--- src/rtl/wb_stage_if.sv ---
// Pipeline-wide width/type package and the memory-stage -> writeback handshake bus.
// The memory stage uses the master modport; wb_stage uses the slave modport.
package wb_pkg;
  localparam int XLEN = 32;

  typedef struct packed {
    logic [4:0]      rd_addr;
    logic [XLEN-1:0] data;
  } wb_sig_t;
endpackage

interface wb_stage_if;
  logic                     in_valid;
  logic                     in_ready;
  logic [4:0]               in_rd_addr;
  logic [wb_pkg::XLEN-1:0]  in_result;
  logic                     in_is_load;
  logic [2:0]               in_funct3;
  logic [1:0]               in_addr_lo;

  modport master (
    output in_valid, in_rd_addr, in_result, in_is_load, in_funct3, in_addr_lo,
    input  in_ready
  );

  modport slave (
    input  in_valid, in_rd_addr, in_result, in_is_load, in_funct3, in_addr_lo,
    output in_ready
  );
endinterface

--- src/rtl/wb_stage.sv ---
// Writeback stage: registers one rf write per retired instruction, waits on load data, counts retires.
// Optional WB_BYPASS_EN adds a combinational writeback-to-decode forwarding path.
module wb_stage
  import wb_pkg::*;
(
  input  logic              clk,
  input  logic              rst,
  wb_stage_if.slave         in_if,
  input  logic              mem_rvalid,
  input  logic [31:0]       mem_rdata,
`ifdef WB_BYPASS_EN
  input  logic [4:0]        rs1_addr,
  input  logic [4:0]        rs2_addr,
  input  logic [XLEN-1:0]   rf_rs1_data,
  input  logic [XLEN-1:0]   rf_rs2_data,
  output logic [XLEN-1:0]   fwd_rs1_data,
  output logic [XLEN-1:0]   fwd_rs2_data,
`endif
  output wb_sig_t           signals_out,
  output logic              stall,
  output logic [31:0]       retire_count
);

  typedef enum logic {IDLE, WAIT_LOAD} state_t;

  state_t      state_q, state_d;
  wb_sig_t     wb_q, wb_d;
  logic [31:0] retire_q, retire_d;
  logic [4:0]  ld_rd_q, ld_rd_d;
  logic [2:0]  ld_funct3_q, ld_funct3_d;
  logic [1:0]  ld_addr_lo_q, ld_addr_lo_d;
  logic        accept;
  logic        commit;

  // addr_lo[0] is ignored for halves: misaligned halves read the enclosing aligned half.
  function automatic logic [XLEN-1:0] load_extract(input logic [2:0]  funct3,
                                                   input logic [1:0]  addr_lo,
                                                   input logic [31:0] word);
    logic [7:0]  b;
    logic [15:0] h;
    b = word[{addr_lo, 3'b000} +: 8];
    h = word[{addr_lo[1], 4'b0000} +: 16];
    case (funct3)
      3'b000:  load_extract = {{24{b[7]}}, b};
      3'b001:  load_extract = {{16{h[15]}}, h};
      3'b100:  load_extract = {24'd0, b};
      3'b101:  load_extract = {16'd0, h};
      default: load_extract = word;
    endcase
  endfunction

  assign in_if.in_ready = (state_q == IDLE);
  assign stall          = (state_q != IDLE);
  assign accept         = in_if.in_valid && in_if.in_ready;

  always_comb begin
    state_d      = state_q;
    wb_d         = '0;
    ld_rd_d      = ld_rd_q;
    ld_funct3_d  = ld_funct3_q;
    ld_addr_lo_d = ld_addr_lo_q;
    commit       = 1'b0;

    case (state_q)
      IDLE: begin
        if (accept) begin
          if (!in_if.in_is_load) begin
            commit = 1'b1;
            wb_d   = '{rd_addr: in_if.in_rd_addr, data: in_if.in_result};
          end else if (mem_rvalid) begin
            commit = 1'b1;
            wb_d   = '{rd_addr: in_if.in_rd_addr,
                       data: load_extract(in_if.in_funct3, in_if.in_addr_lo, mem_rdata)};
          end else begin
            ld_rd_d      = in_if.in_rd_addr;
            ld_funct3_d  = in_if.in_funct3;
            ld_addr_lo_d = in_if.in_addr_lo;
            state_d      = WAIT_LOAD;
          end
        end
      end
      WAIT_LOAD: begin
        if (mem_rvalid) begin
          commit  = 1'b1;
          wb_d    = '{rd_addr: ld_rd_q,
                      data: load_extract(ld_funct3_q, ld_addr_lo_q, mem_rdata)};
          state_d = IDLE;
        end
      end
      default: state_d = IDLE;
    endcase

    retire_d = commit ? retire_q + 32'd1 : retire_q;
  end

  always_ff @(posedge clk) begin
    if (rst) begin
      state_q      <= IDLE;
      wb_q         <= '0;
      retire_q     <= '0;
      ld_rd_q      <= '0;
      ld_funct3_q  <= '0;
      ld_addr_lo_q <= '0;
    end else begin
      state_q      <= state_d;
      wb_q         <= wb_d;
      retire_q     <= retire_d;
      ld_rd_q      <= ld_rd_d;
      ld_funct3_q  <= ld_funct3_d;
      ld_addr_lo_q <= ld_addr_lo_d;
    end
  end

  assign signals_out  = wb_q;
  assign retire_count = retire_q;

`ifdef WB_BYPASS_EN
  // rf returns the old value on a same-cycle write-then-read; forward the pending write instead.
  assign fwd_rs1_data = (wb_q.rd_addr != 5'd0 && wb_q.rd_addr == rs1_addr) ? wb_q.data : rf_rs1_data;
  assign fwd_rs2_data = (wb_q.rd_addr != 5'd0 && wb_q.rd_addr == rs2_addr) ? wb_q.data : rf_rs2_data;
`endif

endmodule

--- src/flat_wrapper.sv ---
// flat-port wrapper written by rule: the top's interface ports become plain ports
module wb_stage_flat import wb_pkg::*;
  (clk, rst, mem_rvalid, mem_rdata, signals_out, stall, retire_count, in_if_in_valid, in_if_in_rd_addr, in_if_in_result, in_if_in_is_load, in_if_in_funct3, in_if_in_addr_lo, in_if_in_ready);
  wb_stage_if in_if_i ();
  input  logic clk;
  input  logic rst;
  input  logic mem_rvalid;
  input  logic [31:0] mem_rdata;
  output wb_sig_t signals_out;
  output logic stall;
  output logic [31:0] retire_count;
  input wire logic [$bits(in_if_i.in_valid)-1:0] in_if_in_valid;
  input wire logic [$bits(in_if_i.in_rd_addr)-1:0] in_if_in_rd_addr;
  input wire logic [$bits(in_if_i.in_result)-1:0] in_if_in_result;
  input wire logic [$bits(in_if_i.in_is_load)-1:0] in_if_in_is_load;
  input wire logic [$bits(in_if_i.in_funct3)-1:0] in_if_in_funct3;
  input wire logic [$bits(in_if_i.in_addr_lo)-1:0] in_if_in_addr_lo;
  output wire logic [$bits(in_if_i.in_ready)-1:0] in_if_in_ready;
  assign in_if_i.in_valid = in_if_in_valid;
  assign in_if_i.in_rd_addr = in_if_in_rd_addr;
  assign in_if_i.in_result = in_if_in_result;
  assign in_if_i.in_is_load = in_if_in_is_load;
  assign in_if_i.in_funct3 = in_if_in_funct3;
  assign in_if_i.in_addr_lo = in_if_in_addr_lo;
  assign in_if_in_ready = in_if_i.in_ready;
  wb_stage u_core (.clk(clk), .rst(rst), .in_if(in_if_i), .mem_rvalid(mem_rvalid), .mem_rdata(mem_rdata), .signals_out(signals_out), .stall(stall), .retire_count(retire_count));
endmodule
--- config.mk ---
export PLATFORM = sky130hd
export DESIGN_NAME = wb_stage_flat
export DESIGN_NICKNAME = d
export VERILOG_FILES = /design/src/rtl/wb_stage_if.sv /design/src/rtl/wb_stage.sv /design/src/flat_wrapper.sv
export SDC_FILE = /design/constraint.sdc
export NUM_CORES = 1
export LEC_CHECK = 0
export BUFFER_PORTS_ARGS = -buffer_cell sky130_fd_sc_hd__buf_2
export CAP_MARGIN = 25
export CORE_MARGIN = 1
export CORE_UTILIZATION = 50
export DETAILED_ROUTE_END_ITERATION = 12
export HOLD_SLACK_MARGIN = 0.05
export PLACE_DENSITY = 0.81
export SYNTH_ARGS = -nofsm -noshare
export SYNTH_HDL_FRONTEND = slang
export SYNTH_SLANG_ARGS = --single-unit
--- constraint.sdc ---
create_clock -name clk -period 2.2 [get_ports clk]
set_clock_uncertainty 0.15 [all_clocks]
set_input_delay 0.44 -clock clk [delete_from_list [all_inputs] [get_ports clk]]
set_output_delay 0.44 -clock clk [all_outputs]
set_load 0.02 [all_outputs]
==> results of run 1 <==
==> repair_timing <==
item                       4_1_cts  5_1_grt
setup endpoints to repair        2       17
gates cloned                     0        0
pin swaps                        0        1
hold buffers                     0        0
setup buffers                    0        1
resized for setup                2        1
==> worst paths after layout <==
check	startpoint	cells after the start	slack, ns	endpoint
max	u_core.ld_addr_lo_q[1]	6	0.13	u_core.signals_out[28]
min	in_if_in_result[1]	3	0.14	u_core.signals_out[1]
max reg2reg	u_core.ld_addr_lo_q[1]	6	0.13	u_core.signals_out[28]
min reg2reg	u_core.ld_rd_q[1]	2	0.32	u_core.ld_rd_q[1]
==> layout make-up <==
| type | count | share of cell area (%) |
|---|---|---|
| clock buffers | 9 | 2.26 |
| clock inverters | 7 | 0.979 |
| inverters | 12 | 0.820 |
| multi-input cells | 428 | 45.5 |
| flip-flops and latches | 80 | 29.2 |
| well taps | 105 | 2.39 |
| repair buffers | 183 | 18.9 |
==> per-stage QoR <==
step / util [%] / instances / setup slack (ns)
floorplan: - / 559 / 0.0707
global placement: 64.0 / 807 / 0.000549
detailed placement: 64.0 / 807 / -0.0652
CTS: 66.3 / 823 / 0.00461
global route: 66.5 / 824 / 0.0187
finish: 66.5 / 824 / 0.135
==> sequential cells by signal, summed over array words and instances (netlist names) <==
register / count
u_core.retire_count: 32
u_core.ld_funct3_q: 3
u_core.ld_rd_q: 5
u_core.stall: 1
u_core.signals_out: 37
u_core.ld_addr_lo_q: 2
==> cell usage after synthesis, types with 2 or more instances <==
cell and count:
and3_1 3, dfxtp_1 80, nand2b_1 7, nand3_1 23
nor4_1 3, nand4_1 13, nand2_1 86, o21ai_0 21
a211oi_1 5, and4_1 2, a221oi_1 24, xnor2_1 8
mux2i_1 4, a31oi_1 7, or3_1 9, xor2_1 19
nor3_1 16, nor2_1 75, or4_1 2, o221ai_1 14
nor2b_1 4, a32oi_1 8, o22ai_1 17, inv_1 11
a21oi_1 25, a221o_1 8, mux2_2 4, buf_2 3
clkbuf_1 32, buf_1 3, a22oi_1 5
==> critical path, cell delays in order, from the launching register on <==
cell	delay, ns
dfxtp_1	0.53
mux2_2	0.42
mux2i_1	0.25
nor4_4	0.07
buf_12	0.16
a221oi_1	0.22
o22ai_1	0.14
==> layer usage <==
layer  vias to the layer above  track usage (%)
met5                         -                0
met4                         0             15.4
met3                        42             6.84
met2                       284             50.0
met1                      2331             42.6
li1                       2341                -
==> cell families after synthesis <==
logic type	count (synthesis)	synth area share, %
flops	80	37.3
xor+xnor	27	5.51
buf+inv	51	4.72
compound gates	139	23.0
fa+ha+maj	1	0.291
mux	8	1.98
simple gates	253	27.2
==> power by group <==
part	switching, mW	internal, mW	total (mW)
registers	0.0197	1.49	1.51
logic	0.334	0.208	0.542
clock network	0.605	0.422	1.03
total	0.959	2.12	3.08
==> results.json, run 1 <==
{
  "status": "finished, final reports clean",
  "yosys_most_used_dff": "dfxtp_1",
  "multi_input_area_mm2": 0.00250,
  "layout_commonest_cell": "buf_2",
  "viasPerCell": 6.07,
  "synthesis.area_mm2": 0.00430,
  "yosysTopAreaCell": "dfxtp_1",
  "grt_use_total_pct": 32.3,
  "num_vias": 4998,
  "hold_class": "primary input to flop",
  "setup_tns_ns": 0,
  "path_max_fanout": 16,
  "num_antenna_cells": 0,
  "slew_violations": 0,
  "grt_pass1_wl_mm": 22.5,
  "p_total_mw": 3.08,
  "wl_mm": 14.1,
  "ys_top_cells_by_area": "dfxtp_1 (37%), nand2_1 (7.5%), nor2_1 (6.6%), a221oi_1 (4.9%), xor2_1 (3.9%)",
  "io_pins": 150,
  "first_global_vias": 4597,
  "p_leak_nw": 2.38,
  "synth_nets": 639,
  "top_layer": "met4",
  "die_h_um": 94.7,
  "critPathArrivalTime_ns": 2.14,
  "port_buffers": 149,
  "crit_path_start_kind": "flop",
  "clock_path_buffers": 2,
  "cts.sinks": 80,
  "fill_cells": 718,
  "start_util_pct": 52.0,
  "cts_tree": "built",
  "clock-root-buffer": "clkbuf_8",
  "end_kind": "flop",
  "grt_max_degree": 42,
  "wl_per_cell_um": 17.2,
  "critical_path_class": "flop to flop",
  "dr_wl_met3_mm": 1.32,
  "hold_ws_ns": 0.140,
  "drt-initial-drc-count": 337,
  "overflow": 0,
  "h-tree-depth": 3,
  "drive_above_1_share_pct": 29.5,
  "ant_nets": 0,
  "finalSetupViolations": 0,
  "fp.coreArea_mm2": 0.00826,
  "rsz0062_at_grt": "no",
  "num_rows": 33,
  "area_growth_pct": 27.9,
  "drcViolationCount": 0,
  "netlist-cell-type-count": 49,
  "p_per_area_mw_per_mm2": 561,
  "fin_crit_sh_pct": 93.9,
  "antenna_found_initial": 0,
  "tightest_slew_ns": 0.752,
  "wl_met1_mm": 6.04,
  "most-common-layout-cells": "buf_2 (149), nand2_1 (86), dfxtp_1 (79), nor2_1 (74), buf_4 (31)",
  "slew_headroom_pct": 49.8,
  "seq_area_mm2": 0.00160,
  "synth_cells": 559,
  "die_w_um": 94.7,
  "dieArea_mm2": 0.00897,
  "fmax_ghz": 0.484,
  "seq_area_frac_synth_pct": 37.3,
  "synth_seq_cells": 80,
  "cts.clk_slew.worst_paths_ns": 0.09,
  "place_area_mm2": 0.00529,
  "stdcell_area_mm2": 0.00549,
  "clock_latency_ns": 0.36,
  "dp_hpwl_mm": 10.4,
  "fin_crit_ns": 2.07,
  "yosysWarnings": 0,
  "gp_congestion": 0.982,
  "required_ns": 2.28,
  "peakVddDrop_mv": 0.325,
  "synthArstFlopShare_pct": 0,
  "yosys.area.top_type_share_pct": 37.3,
  "dr.pass1.iters": 7,
  "fin_nets": 794,
  "synth_area_per_cell_um2": 7.68,
  "synth_edf_count": 0,
  "met2_length_mm": 6.33,
  "hold_viol": 0,
  "numCtsBuffers": 9,
  "maxCapViolCount": 0
}
No activity file was read; power rests on OpenSTA's default activity.
==> run 2: changes to the inputs <==
- clock period: 2.2 -> 2 ns (I/O delays scaled with it)
==> run 2 against run 1 <==
Against the previous run: non-clock buffer count is 10 higher; flip-flop and latch count stayed put; global-route usage is 1.7 points lower; sequential power is 11% higher; via count is 0.12% higher; count of clock-buffer cells in the layout stayed put; critical path depth is 2 lower; wire length is 2.6% lower; total power is 15% higher; clock power is 26% higher; cell count is 1.2% higher; design area is 2.6% higher; critical path type unchanged; largest cell class unchanged.
==> results.json, run 2 (same netlist as run 1, synthesis figures left out) <==
{
  "grt_pass1_wl_mm": 21.3,
  "path_max_fanout": 10,
  "clock_latency_ns": 0.37,
  "first_global_vias": 4370,
  "die_w_um": 94.7,
  "drt-initial-drc-count": 474,
  "utilization_pct": 68.3,
  "path_cells": "o21ba_4 > or4_4 > or3_1 > a21oi_2",
  "p_comb_share_pct": 16.4,
  "dr.pass1.iters": 5,
  "h-tree-depth": 3,
  "fin_crit_sh_pct": 97.2,
  "critPathArrivalTime_ns": 2.10,
  "critPathSlowestCell": "or4_4",
  "cts.sinks": 80,
  "die_h_um": 94.7,
  "hold_viol": 0,
  "hold_ws_ns": 0.0916,
  "cts.clk_slew.worst_paths_ns": 0.09,
  "stdcell_area_mm2": 0.00564,
  "tightest_slew_ns": 0.478,
  "gp_congestion": 0.892,
  "hold_buffers": 0,
  "drcViolationCount": 0,
  "dpl.cell_count": 814,
  "wl_per_cell_um": 16.5,
  "io_pins": 150,
  "peakVddDrop_mv": 0.358,
  "p_per_area_mw_per_mm2": 631,
  "fp.coreArea_mm2": 0.00826,
  "swShare_pct": 30.4,
  "port_buffers": 149,
  "start_util_pct": 52.0,
  "slew_headroom_pct": 68.0,
  "num_rows": 33,
  "clock-root-buffer": "clkbuf_8",
  "drive_above_1_share_pct": 32.1,
  "area_growth_pct": 31.3,
  "end_kind": "flop",
  "instances_no_fill": 834,
  "internal_power_mw": 2.48,
  "slew_violations": 0,
  "largest_reg_flops": 37,
  "crit_path_start_kind": "flop",
  "p_sw_mw": 1.08,
  "status": "finished, final reports clean",
  "fin_crit_ns": 1.94,
  "dieArea_mm2": 0.00897,
  "numCtsBuffers": 9,
  "finalSetupViolations": 0,
  "hold_class": "primary input to flop",
  "antenna_found_initial": 0,
  "cp_slowest_stage_delay_ns": 0.61,
  "fin_nets": 804,
  "layout_commonest_cell": "buf_2",
  "pwr-share-seq_pct": 46.9,
  "clockPowerShare_pct": 36.7,
  "dp_hpwl_mm": 9.91,
  "num_vias": 5004,
  "maxCapViolCount": 0,
  "ant_nets": 0,
  "clock_path_buffers": 2,
  "grt_max_degree": 35,
  "viasPerCell": 6.00,
  "num_antenna_cells": 0,
  "p_leak_nw": 2.44,
  "cts_tree": "built",
  "fmax_ghz": 0.514,
  "wl_mm": 13.8,
  "required_ns": 2.15,
  "overflow": 0,
  "place_area_mm2": 0.00535,
  "most-common-layout-cells": "buf_2 (150), nand2_1 (86), nor2_1 (75), dfxtp_1 (74), buf_4 (41)",
  "grt_use_total_pct": 30.6,
  "critical_path_class": "flop to flop",
  "rsz0062_at_grt": "no"
}
## run 2: changes by cell type in the layout (fill, tap and decap cells not counted), sizes merged
cell / before / now
clkinv: 5 / 1
inv: 14 / 16
bufinv: 0 / 1
clkinvlp: 0 / 1
buf: 183 / 193
## run 2: layout make-up
type                       count  area [um^2]
timing repair buffer         193         1090
multi-input combinational    428         2540
fill                         695         2620
tap                          105          131
inverter                      12         48.8
clock inverter                 7         85.1
sequential                    80         1620
clock buffer                   9          124
## run 2: through the flow
stage	setup TNS, ns	power, mW	setup slack [ns]
2_1_floorplan	0	2.02	0.00234
3_3_place_gp	-2.00	2.25	-0.131
3_5_place_dp	-3.47	2.27	-0.182
4_1_cts	0	3.54	0.0266
5_1_grt	0	3.68	0.00105
6_report	0	3.56	0.0556
## run 2: power by group through the flow
stage               Combinational (mW)  Clock (mW)  Sequential (mW)
floorplan                        0.267           0             1.75
global placement                 0.552           0             1.70
detailed placement               0.565           0             1.70
CTS                              0.569        1.31             1.67
global route                     0.634        1.38             1.67
finish                           0.585        1.30             1.67
## run 2: worst max-delay path, delay by kind of cell (launching register included)
kind | cells | cell delay (ns)
simple gates | 2 | 0.96
flops | 1 | 0.39
compound gates | 2 | 0.39
## run 2: path summary, 6_finish.rpt
path | from | to | slack, ns | cells after the start
max | u_core.stall | u_core.retire_count[12] | 0.06 | 4
min | in_if_in_result[3] | u_core.signals_out[3] | 0.09 | 3
max reg2reg | u_core.stall | u_core.retire_count[12] | 0.06 | 4
min reg2reg | u_core.ld_rd_q[3] | u_core.ld_rd_q[3] | 0.31 | 2
## run 2: what timing repair did
item                                    in CTS  in global routing
pin swaps                                    0                  5
cloned                                       0                  1
endpoints found under the setup margin       3                 30
buffers inserted                             0                  3
resized for setup                            1                 10
## run 2: metal layers
metal / track usage [%] / up-vias / part of all wire [%]
met4: 11.4 / 0 / 2.4
li1: - / 2365 / -
met2: 46.3 / 309 / 45
met1: 43.0 / 2294 / 42
met5: 0 / - / 0
met3: 5.72 / 36 / 10
